**src/rtl/rate_ctrl_if.sv**
```systemverilog
// rate_ctrl_if: key inputs and rate/mode outputs of the playback-rate controller.
//   i_up, i_down     speed keys (level, debounced)
//   i_mode           fast/slow toggle key
//   i_interp         interpolation toggle key
//   o_rate           current rate, 1..MAX_RATE
//   o_fast           1 = fast playback, 0 = slow playback
//   o_interp         1 = linear interpolation (slow mode only)
//   o_changed        one-cycle pulse on the cycle after any output changes
// master: key source / output consumer side. slave: the controller.
interface rate_ctrl_if;
  logic       i_up;
  logic       i_down;
  logic       i_mode;
  logic       i_interp;
  logic [3:0] o_rate;
  logic       o_fast;
  logic       o_interp;
  logic       o_changed;

  modport master (
    output i_up, i_down, i_mode, i_interp,
    input  o_rate, o_fast, o_interp, o_changed
  );

  modport slave (
    input  i_up, i_down, i_mode, i_interp,
    output o_rate, o_fast, o_interp, o_changed
  );
endinterface

```
**src/rtl/rate_ctrl.sv**
```systemverilog
// rate_ctrl: playback-rate controller. Turns the speed, mode and interpolation
// keys into a saturating 1..MAX_RATE rate, a fast/slow flag and an interpolation
// flag. Holding a speed key auto-repeats the step after REPEAT_DLY cycles, then
// every REPEAT_PER cycles.
//   i_clk     clock
//   i_rst_n   asynchronous active-low reset
//   io_bus    rate_ctrl_if.slave: keys in, rate/fast/interp/changed out
module rate_ctrl #(
  parameter int unsigned MAX_RATE   = 8,
  parameter int unsigned REPEAT_DLY = 12_000_000,
  parameter int unsigned REPEAT_PER = 6_000_000
) (
  input  logic         i_clk,
  input  logic         i_rst_n,
  rate_ctrl_if.slave   io_bus
);

  typedef enum logic [1:0] {StIdle, StWait, StRpt} state_e;

  localparam logic [4:0]  MaxRate5 = 5'(MAX_RATE);
  localparam logic [23:0] DlyLast  = 24'(REPEAT_DLY - 1);
  localparam logic [23:0] PerLast  = 24'(REPEAT_PER - 1);

  logic       w_up, w_down, w_mode, w_interp;
  logic       r_prev_up, r_prev_down, r_prev_mode, r_prev_interp;
  logic       w_up_edge, w_down_edge, w_mode_edge, w_interp_edge;

  state_e     r_state, w_state_d;
  logic [23:0] r_cnt, w_cnt_d;
  logic       r_dir_up, w_dir_up_d;
  logic [3:0] r_rate, w_rate_d;
  logic       r_fast, w_fast_d;
  logic       r_interp, w_interp_d;
  logic       r_changed, w_changed_d;

  logic       w_step, w_step_up;
  logic       w_active, w_other;
  logic [4:0] w_rate_up5, w_rate_dn5;
  logic [3:0] w_rate_up, w_rate_dn;

  assign w_up     = io_bus.i_up;
  assign w_down   = io_bus.i_down;
  assign w_mode   = io_bus.i_mode;
  assign w_interp = io_bus.i_interp;

  assign w_up_edge     = w_up & ~r_prev_up;
  assign w_down_edge   = w_down & ~r_prev_down;
  assign w_mode_edge   = w_mode & ~r_prev_mode;
  assign w_interp_edge = w_interp & ~r_prev_interp;

  // Key selected by the current repeat direction, and the opposing key.
  assign w_active = r_dir_up ? w_up : w_down;
  assign w_other  = r_dir_up ? w_down : w_up;

  // 5-bit arithmetic so a rate of 15 cannot wrap before saturation.
  assign w_rate_up5 = {1'b0, r_rate} + 5'd1;
  assign w_rate_dn5 = {1'b0, r_rate} - 5'd1;
  assign w_rate_up  = (w_rate_up5 > MaxRate5) ? MaxRate5[3:0] : w_rate_up5[3:0];
  assign w_rate_dn  = (r_rate <= 4'd1) ? 4'd1 : w_rate_dn5[3:0];

  always_comb begin
    w_state_d  = r_state;
    w_cnt_d    = r_cnt;
    w_dir_up_d = r_dir_up;
    w_rate_d   = r_rate;
    w_fast_d   = r_fast;
    w_interp_d = r_interp;
    w_step     = 1'b0;
    w_step_up  = r_dir_up;

    if (w_mode_edge) begin
      // Mode change wins: discard any speed edge in the same cycle.
      w_fast_d   = ~r_fast;
      w_rate_d   = 4'd1;
      w_interp_d = 1'b0;
      w_state_d  = StIdle;
      w_cnt_d    = '0;
    end else begin
      if (w_interp_edge && !r_fast) begin
        w_interp_d = ~r_interp;
      end

      case (r_state)
        StIdle: begin
          if (w_up_edge && !w_down) begin
            w_step     = 1'b1;
            w_step_up  = 1'b1;
            w_dir_up_d = 1'b1;
            w_cnt_d    = '0;
            w_state_d  = StWait;
          end else if (w_down_edge && !w_up) begin
            w_step     = 1'b1;
            w_step_up  = 1'b0;
            w_dir_up_d = 1'b0;
            w_cnt_d    = '0;
            w_state_d  = StWait;
          end
        end
        StWait, StRpt: begin
          if (!w_active || w_other) begin
            w_state_d = StIdle;
            w_cnt_d   = '0;
          end else if (r_cnt == ((r_state == StWait) ? DlyLast : PerLast)) begin
            w_step    = 1'b1;
            w_cnt_d   = '0;
            w_state_d = StRpt;
          end else begin
            w_cnt_d = r_cnt + 24'd1;
          end
        end
        default: begin
          w_state_d = StIdle;
          w_cnt_d   = '0;
        end
      endcase

      // A saturated step leaves the rate unchanged, so no pulse follows.
      if (w_step) begin
        w_rate_d = w_step_up ? w_rate_up : w_rate_dn;
      end
    end

    w_changed_d = (w_rate_d != r_rate) | (w_fast_d != r_fast) | (w_interp_d != r_interp);
  end

  always_ff @(posedge i_clk or negedge i_rst_n) begin
    if (!i_rst_n) begin
      // Previous-key registers reset high: a key held through reset is not a press.
      r_prev_up     <= 1'b1;
      r_prev_down   <= 1'b1;
      r_prev_mode   <= 1'b1;
      r_prev_interp <= 1'b1;
      r_state       <= StIdle;
      r_cnt         <= '0;
      r_dir_up      <= 1'b1;
      r_rate        <= 4'd1;
      r_fast        <= 1'b1;
      r_interp      <= 1'b0;
      r_changed     <= 1'b0;
    end else begin
      r_prev_up     <= w_up;
      r_prev_down   <= w_down;
      r_prev_mode   <= w_mode;
      r_prev_interp <= w_interp;
      r_state       <= w_state_d;
      r_cnt         <= w_cnt_d;
      r_dir_up      <= w_dir_up_d;
      r_rate        <= w_rate_d;
      r_fast        <= w_fast_d;
      r_interp      <= w_interp_d;
      r_changed     <= w_changed_d;
    end
  end

  assign io_bus.o_rate    = r_rate;
  assign io_bus.o_fast    = r_fast;
  assign io_bus.o_interp  = r_interp;
  assign io_bus.o_changed = r_changed;

endmodule

```
**src/flat_wrapper.sv**
```systemverilog
// flat-port wrapper written by rule: the top's interface ports become plain ports
module rate_ctrl_flat 
#(
  parameter int unsigned MAX_RATE   = 8,
  parameter int unsigned REPEAT_DLY = 12_000_000,
  parameter int unsigned REPEAT_PER = 6_000_000
)
  (i_clk, i_rst_n, io_bus_i_up, io_bus_i_down, io_bus_i_mode, io_bus_i_interp, io_bus_o_rate, io_bus_o_fast, io_bus_o_interp, io_bus_o_changed);
  rate_ctrl_if io_bus_i ();
  input  logic i_clk;
  input  logic i_rst_n;
  input wire logic [$bits(io_bus_i.i_up)-1:0] io_bus_i_up;
  input wire logic [$bits(io_bus_i.i_down)-1:0] io_bus_i_down;
  input wire logic [$bits(io_bus_i.i_mode)-1:0] io_bus_i_mode;
  input wire logic [$bits(io_bus_i.i_interp)-1:0] io_bus_i_interp;
  output wire logic [$bits(io_bus_i.o_rate)-1:0] io_bus_o_rate;
  output wire logic [$bits(io_bus_i.o_fast)-1:0] io_bus_o_fast;
  output wire logic [$bits(io_bus_i.o_interp)-1:0] io_bus_o_interp;
  output wire logic [$bits(io_bus_i.o_changed)-1:0] io_bus_o_changed;
  assign io_bus_i.i_up = io_bus_i_up;
  assign io_bus_i.i_down = io_bus_i_down;
  assign io_bus_i.i_mode = io_bus_i_mode;
  assign io_bus_i.i_interp = io_bus_i_interp;
  assign io_bus_o_rate = io_bus_i.o_rate;
  assign io_bus_o_fast = io_bus_i.o_fast;
  assign io_bus_o_interp = io_bus_i.o_interp;
  assign io_bus_o_changed = io_bus_i.o_changed;
  rate_ctrl #(.MAX_RATE(MAX_RATE), .REPEAT_DLY(REPEAT_DLY), .REPEAT_PER(REPEAT_PER)) u_core (.i_clk(i_clk), .i_rst_n(i_rst_n), .io_bus(io_bus_i));
endmodule
```
**config.mk**
```make
export PLATFORM = sky130hd
export DESIGN_NAME = rate_ctrl_flat
export DESIGN_NICKNAME = d
export VERILOG_FILES = /design/src/rtl/rate_ctrl_if.sv /design/src/rtl/rate_ctrl.sv /design/src/flat_wrapper.sv
export SDC_FILE = /design/constraint.sdc
export NUM_CORES = 1
export LEC_CHECK = 0
export CAP_MARGIN = 10
export CELL_PAD_IN_SITES_DETAIL_PLACEMENT = 0
export CELL_PAD_IN_SITES_GLOBAL_PLACEMENT = 2
export CORE_MARGIN = 10
export CORE_UTILIZATION = 41
export DETAILED_ROUTE_END_ITERATION = 8
export PLACE_DENSITY = 0.93
export SYNTH_ARGS = -nofsm -noshare
export SYNTH_HDL_FRONTEND = slang
export SYNTH_SLANG_ARGS = --single-unit
export TNS_END_PERCENT = 20
```
**constraint.sdc**
```tcl
create_clock -name i_clk -period 5.27 [get_ports i_clk]
set_input_delay 0.527 -clock i_clk [delete_from_list [all_inputs] [get_ports i_clk]]
set_output_delay 0.527 -clock i_clk [all_outputs]
set_load 0.02 [all_outputs]
```
# After elaboration in Yosys (flattened, before gate mapping)
# Index checks and enable logic that the tools add are counted.
[word_totals]
ff_bits = 38
inputBits = 6
out_inout_bits = 7
wordCells = 80
[classes]
addsub = 3
order_cmp = 2
eq_ne = 8
mux = 33
bitwise_logic = 12
reduce_logical = 11
[op_table]
columns = ["cell", "n"]
rows = [
  ["$mux 24", 6],
  ["$pmux 24 s2", 1],
  ["$add 24x1->24 const B", 1],
  ["$eq 24x24->1", 1],
  ["$mux 4", 5],
  ["$mux 1", 14],
  ["$mux 2", 5],
  ["$ne 4x1->1 const B", 2],
  ["$not 1->1", 6],
  ["$add 4x1->5 const B", 1],
  ["$gt 5x4->1 const B", 1],
  ["$and 1x1->1", 4],
  ["$le 4x1->1 const B", 1],
  ["$logic_not 1->1", 4],
  ["$ne 4x4->1", 1],
  ["$pmux 2 s2", 1],
  ["$sub 4x1->4 const B", 1],
  ["$logic_and 1x1->1", 3],
  ["$eq 2x1->1 const B", 1],
  ["$eq 2x2->1 const B", 1],
  ["$logic_not 2->1", 1],
  ["$ne 1x1->1", 2],
  ["$or 1x1->1", 2],
  ["$pmux 1 s2", 1],
  ["other kinds (3)", 3],
]

# Logic depth before layout (Yosys ltp)
[logic_depth]
depth_word = 13
depth_mapped = 9
mapped_depth_nobuf = 8

# Worst setup path after synthesis
# Ideal clock, no wire load.
[synth_path]
path_type = "register to register"
from = "register u_core.r_state[1]"
to = "register u_core.r_changed, in the netlist u_core.io_bus.o_changed"
arrival_time_ns = 2.053
t_required_ns = 5.144
setup_slack_ns = 3.091
path_stages_with_launch = 9
path_buffers = 1
path_cell_list = "dfrtp_1 inv_1 ha_1 and4bb_1 nor3_2 buf_6 o311a_1 or3_1 o32a_1"
[synth_via]
elab_chain_len = 12
elab_cells_between_ends = 18
cone_classes = "4 x eq/ne; 10 x mux; 2 x bitwise; 2 x reduce/logical"
[synth_lines]
columns = ["item", "line_no", "source"]
rows = [
  ["from (decl)", "rate_ctrl.sv:28", "state_e r_state, w_state_d;"],
  ["from (signal assigned)", "rate_ctrl.sv:133", "r_state <= StIdle;"],
  ["from (signal assigned)", "rate_ctrl.sv:145", "r_state <= w_state_d;"],
  ["$eq 2x1->1", "rate_ctrl.sv:83, rate_ctrl.sv:103", ""],
  ["$mux 24", "rate_ctrl.sv:103", "end else if (r_cnt == ((r_state == StWait) ? DlyLast : PerLast)) begin"],
  ["$eq 24x24->1", "rate_ctrl.sv:103", ""],
  ["$mux 1", "rate_ctrl.sv:103", ""],
  ["$mux 1", "rate_ctrl.sv:100", "if (!w_active || w_other) begin"],
  ["$pmux 1 s2", "rate_ctrl.sv:83", "case (r_state)"],
  ["$mux 1", "rate_ctrl.sv:71", "if (w_mode_edge) begin"],
  ["$mux 4 *", "rate_ctrl.sv:118", "if (w_step) begin"],
  ["$mux 4 *", "rate_ctrl.sv:71", ""],
  ["$ne 4x4->1 *", "rate_ctrl.sv:123", "w_changed_d = (w_rate_d != r_rate) | (w_fast_d != r_fast) | (w_interp_d != r_interp);"],
  ["$or 1x1->1 * (2 in a row)", "rate_ctrl.sv:123", ""],
  ["named net u_core.w_changed_d", "rate_ctrl.sv:34", "logic r_changed, w_changed_d;"],
  ["to (signal assigned)", "rate_ctrl.sv:151", "r_changed <= w_changed_d;"],
  ["to (decl)", "rate_ctrl.sv:34", ""],
]
# The timed path passes the listed nets; every way through them passes the cells marked *. The select of a mux whose other input is x is not followed.
# A chain may end at the register's enable or synchronous reset.

# Final worst setup path
[layout_path]
from = "input io_bus_i_down"
to = "register u_core.r_changed, in the netlist u_core.io_bus.o_changed"
[layout_via]
elab_chain_len = 12
elab_cells_between_ends = 23
cone_classes = "1 x eq/ne; 14 x mux; 3 x bitwise; 5 x reduce/logical"
[layout_lines]
columns = ["item", "line_no", "source"]
rows = [
  ["from (decl)", "flat_wrapper.sv:13", "input wire logic [$bits(io_bus_i.i_down)-1:0] io_bus_i_down;"],
  ["$and 1x1->1", "rate_ctrl.sv:47", "assign w_down_edge = w_down & ~r_prev_down;"],
  ["$logic_and 1x1->1", "rate_ctrl.sv:91", "end else if (w_down_edge && !w_up) begin"],
  ["$mux 1", "rate_ctrl.sv:91", ""],
  ["$mux 1", "rate_ctrl.sv:85", "if (w_up_edge && !w_down) begin"],
  ["$mux 1", "rate_ctrl.sv:83", ""],
  ["$mux 1", "rate_ctrl.sv:71", ""],
  ["$mux 4", "rate_ctrl.sv:119", "w_rate_d = w_step_up ? w_rate_up : w_rate_dn;"],
  ["$mux 4 *", "rate_ctrl.sv:118", ""],
  ["$mux 4 *", "rate_ctrl.sv:71", ""],
  ["$ne 4x4->1 *", "rate_ctrl.sv:123", ""],
  ["$or 1x1->1 * (2 in a row)", "rate_ctrl.sv:123", ""],
  ["named net u_core.w_changed_d", "rate_ctrl.sv:34", ""],
]
# Marks and branches as above.

==> impl_metrics.env <==
export IMPL_p_seq_frac=0.393
export IMPL_cap_violations=0
export IMPL_r2r_end="u_core.io_bus.o_changed$_DFF_PN0_"
export IMPL_max_slew_margin_rel=0.321
export IMPL_yosysUniqueCellTypes=58
export IMPL_p_leak_nw=1.06
export IMPL_first_pass_iters=4
export IMPL_final_area_um2=2600
export IMPL_die_w_um=95.7
export IMPL_drive_gt1_frac=0.120
export IMPL_wire_per_inst_um=14.5
export IMPL_stdcell_count=330
export IMPL_r2r_slack_ns=2.67
export IMPL_dp_hpwl_um=3400
export IMPL_grt_pass1_vias=1661
export IMPL_status="finished clean"
export IMPL_cp_arrival_ns=2.85
export IMPL_p_int_uw=594
export IMPL_final_antenna_net_count=0
export IMPL_gpl_final_weighted_congestion=0.831
export IMPL_ys_ff_latch=38
export IMPL_cp_cell_sequence="clkdlybuf4s50_1 -> and4bb_1 -> nor3_2 -> mux2i_1 -> xnor2_1 -> o21ai_0 -> o32a_1"
export IMPL_die_y_um=95.7
export IMPL_grt_ovfl_total=0
export IMPL_synth_ff_type="dfrtp_1"
export IMPL_critPathMaxStageDelay_ns=0.59
export IMPL_htreeDepth=2
export IMPL_switching_power_uw=373
export IMPL_post_cts_buffers=0
export IMPL_grt_antenna_before_repair=0
export IMPL_power_uw=967
export IMPL_num_rows=27
export IMPL_ir_drop_mv=0.189
export IMPL_root_buffer="clkbuf_8"
export IMPL_avgSynthCellArea_um2=9.58
export IMPL_post_route_period_util=0.509
export IMPL_min_period_ns=2.68
export IMPL_grt_setup_unrepaired="no"
export IMPL_syn_nets=259
export IMPL_num_vias=1747
export IMPL_viasPerCell=5.29
export IMPL_clock_power_share=0.197
export IMPL_fillers=570
export IMPL_worstPathMaxFanout=12
export IMPL_netlist_area_um2=2350
export IMPL_slew_violations=0
export IMPL_async_reset_ff_frac=1.00
export IMPL_postCtsHoldBufs=0
export IMPL_hold_violations=0
export IMPL_clkLatencyLatePin_ns=0.29
export IMPL_power_density_nw_per_um2=372
export IMPL_dpl_instance_area_um2=2520
export IMPL_fmax_mhz=373
export IMPL_port_buffer_count=12
export IMPL_cts_resized=0
export IMPL_critPathSlowestCell="nor3_2"
export IMPL_cts_made_buffers=5
export IMPL_die_area_um2=9150
export IMPL_synth_area_leaders="dfrtp_1 33%, dfstp_2 7.8%, xor2_1 4.5%, nor2_1 4.3%, ha_1 4.3%"
export IMPL_initial_utilization=0.424
export IMPL_cp_start_kind="input port"
export IMPL_setup_viol=0
export IMPL_drt_iter0_drc=118
export IMPL_crit_required_ns=5.44
export IMPL_pin_count=13
export IMPL_swShare=0.386
export IMPL_synth_edf_count=0
export IMPL_dp_cells=322
export IMPL_clk_pin_slew_ns=0.08
export IMPL_p_comb_frac=0.409
export IMPL_layout_nets=271
export IMPL_cts_tree="done"
export IMPL_reg2reg_depth=8
export IMPL_clock_sinks=38
export IMPL_syn_inst=245
export IMPL_fin_worst_skew_ns=0.0118
export IMPL_r2r_start="u_core.r_state[0]$_DFFE_PN0P_"
export IMPL_yosysTopAreaCell="dfrtp_1"
export IMPL_grt_max_degree=39
export IMPL_antenna_cells=0
export IMPL_min_path_type="in -> async"
export IMPL_finalSetupTns_ns=0
export IMPL_synth_yosys_seq_area_share=0.409
export IMPL_syn_to_final_growth_pct=10.7
export IMPL_yosys_warnings=0
export IMPL_critPathKind="in -> reg"
export IMPL_core_um2=5540
export IMPL_worstMarginPinSlew_ns=1.01
export IMPL_grt_first_pass_wirelength_um=8160
export IMPL_endpoint_kind="flip-flop"
export IMPL_clock_path_buffers=2
export IMPL_route_detailed_drc=0
export IMPL_wirelength_um=4800
export IMPL_grtUsageTotal=0.111
export IMPL_synthDominantCellAreaShare=0.330
## worst max-delay path, delay by kind of cell
family	cells	cell delay, ns
simple gates	2	0.81
buf+inv	1	0.57
compound gates	2	0.46
mux	1	0.33
xor+xnor	1	0.15
## power groups by stage
stage | combinational [mW] | clock [mW] | sequential, mW
finish | 0.396 | 0.191 | 0.380
floorplan | 0.283 | 0 | 0.392
CTS | 0.400 | 0.199 | 0.382
global placement | 0.399 | 0 | 0.385
global route | 0.445 | 0.213 | 0.387
detailed placement | 0.398 | 0 | 0.387
## Yosys cell counts (7+ instances only)
library cell and n:
dfrtp_1 31, nor2_1 27, nand2_1 17, nand3_1 12, xor2_1 12, o21ai_0 11, nor3_1 9, ha_1 8
inv_1 8, nand2b_1 8, xnor2_1 8, dfstp_2 7
## worst max path at each step
stage | startpoint | end | cells after the start
after floorplan | u_core.r_state[1]$_DFFE_PN0P_ | u_core.io_bus.o_changed$_DFF_PN0_ | 8
after global placement | io_bus_i_down | u_core.io_bus.o_changed$_DFF_PN0_ | 7
after detailed placement | io_bus_i_down | u_core.io_bus.o_changed$_DFF_PN0_ | 7
after CTS | io_bus_i_down | u_core.io_bus.o_changed$_DFF_PN0_ | 7
after global routing | io_bus_i_down | u_core.io_bus.o_changed$_DFF_PN0_ | 7
final | io_bus_i_down | u_core.io_bus.o_changed$_DFF_PN0_ | 7
## state kept, by name, indices dropped and copies added, names as in the netlist
register and count:
u_core.r_prev_mode 1, u_core.io_bus.o_fast 1, u_core.r_prev_interp 1, u_core.r_prev_down 1, u_core.io_bus.o_interp 1, u_core.io_bus.o_rate 4
u_core.io_bus.o_changed 1, u_core.r_prev_up 1, u_core.r_cnt 24, u_core.r_dir_up 1, u_core.r_state 2
## through the flow
step / setup slack, ns / hold slack [ns] / utilization
after floorplan: 3.09 / 0.231 / -
after global placement: 2.33 / 0.487 / 0.454
after detailed placement: 2.29 / 0.500 / 0.454
after CTS: 2.58 / 0.370 / 0.469
after global routing: 2.34 / 0.404 / 0.469
final: 2.59 / 0.345 / 0.469
## cell type report
cell class,count,area [um2],share of cell area
clock buffers,8,80.1,0.0308
well taps,72,90.1,0.0347
inverters,8,30.0,0.0116
repair buffers,12,115,0.0443
flip-flops and latches,38,960,0.369
multi-input cells,192,1320,0.509
## logic make-up (layout without fill, tap and decap cells)
family	Yosys count	in the layout	synth area share
adders and majority gates	8	8	0.0426
DFF	38	38	0.409
buffers and inverters	15	28	0.0277
and+or+nand+nor	117	117	0.296
xor gates and xnor gates	20	20	0.0746
AOI/OAI and AO/OA	41	41	0.124
muxes	6	6	0.0261
## routing by layer
metal / global-route usage / wire (um)
met1: 0.157 / 2510
met3: 0.0267 / 172
met4: 0.0319 / 38
met2: 0.163 / 2070
met5: 0 / 0
## placed cells by master, fill, tap and decap left out, drive strengths merged, types with 11 or more instances in the layout
cell,count
o21ai,17
nor2,30
xor2,12
clkdlybuf4s50,11
nand2,17
dfrtp,31
nor3,11
nand3,12
Power figures use the tool's default switching activity.
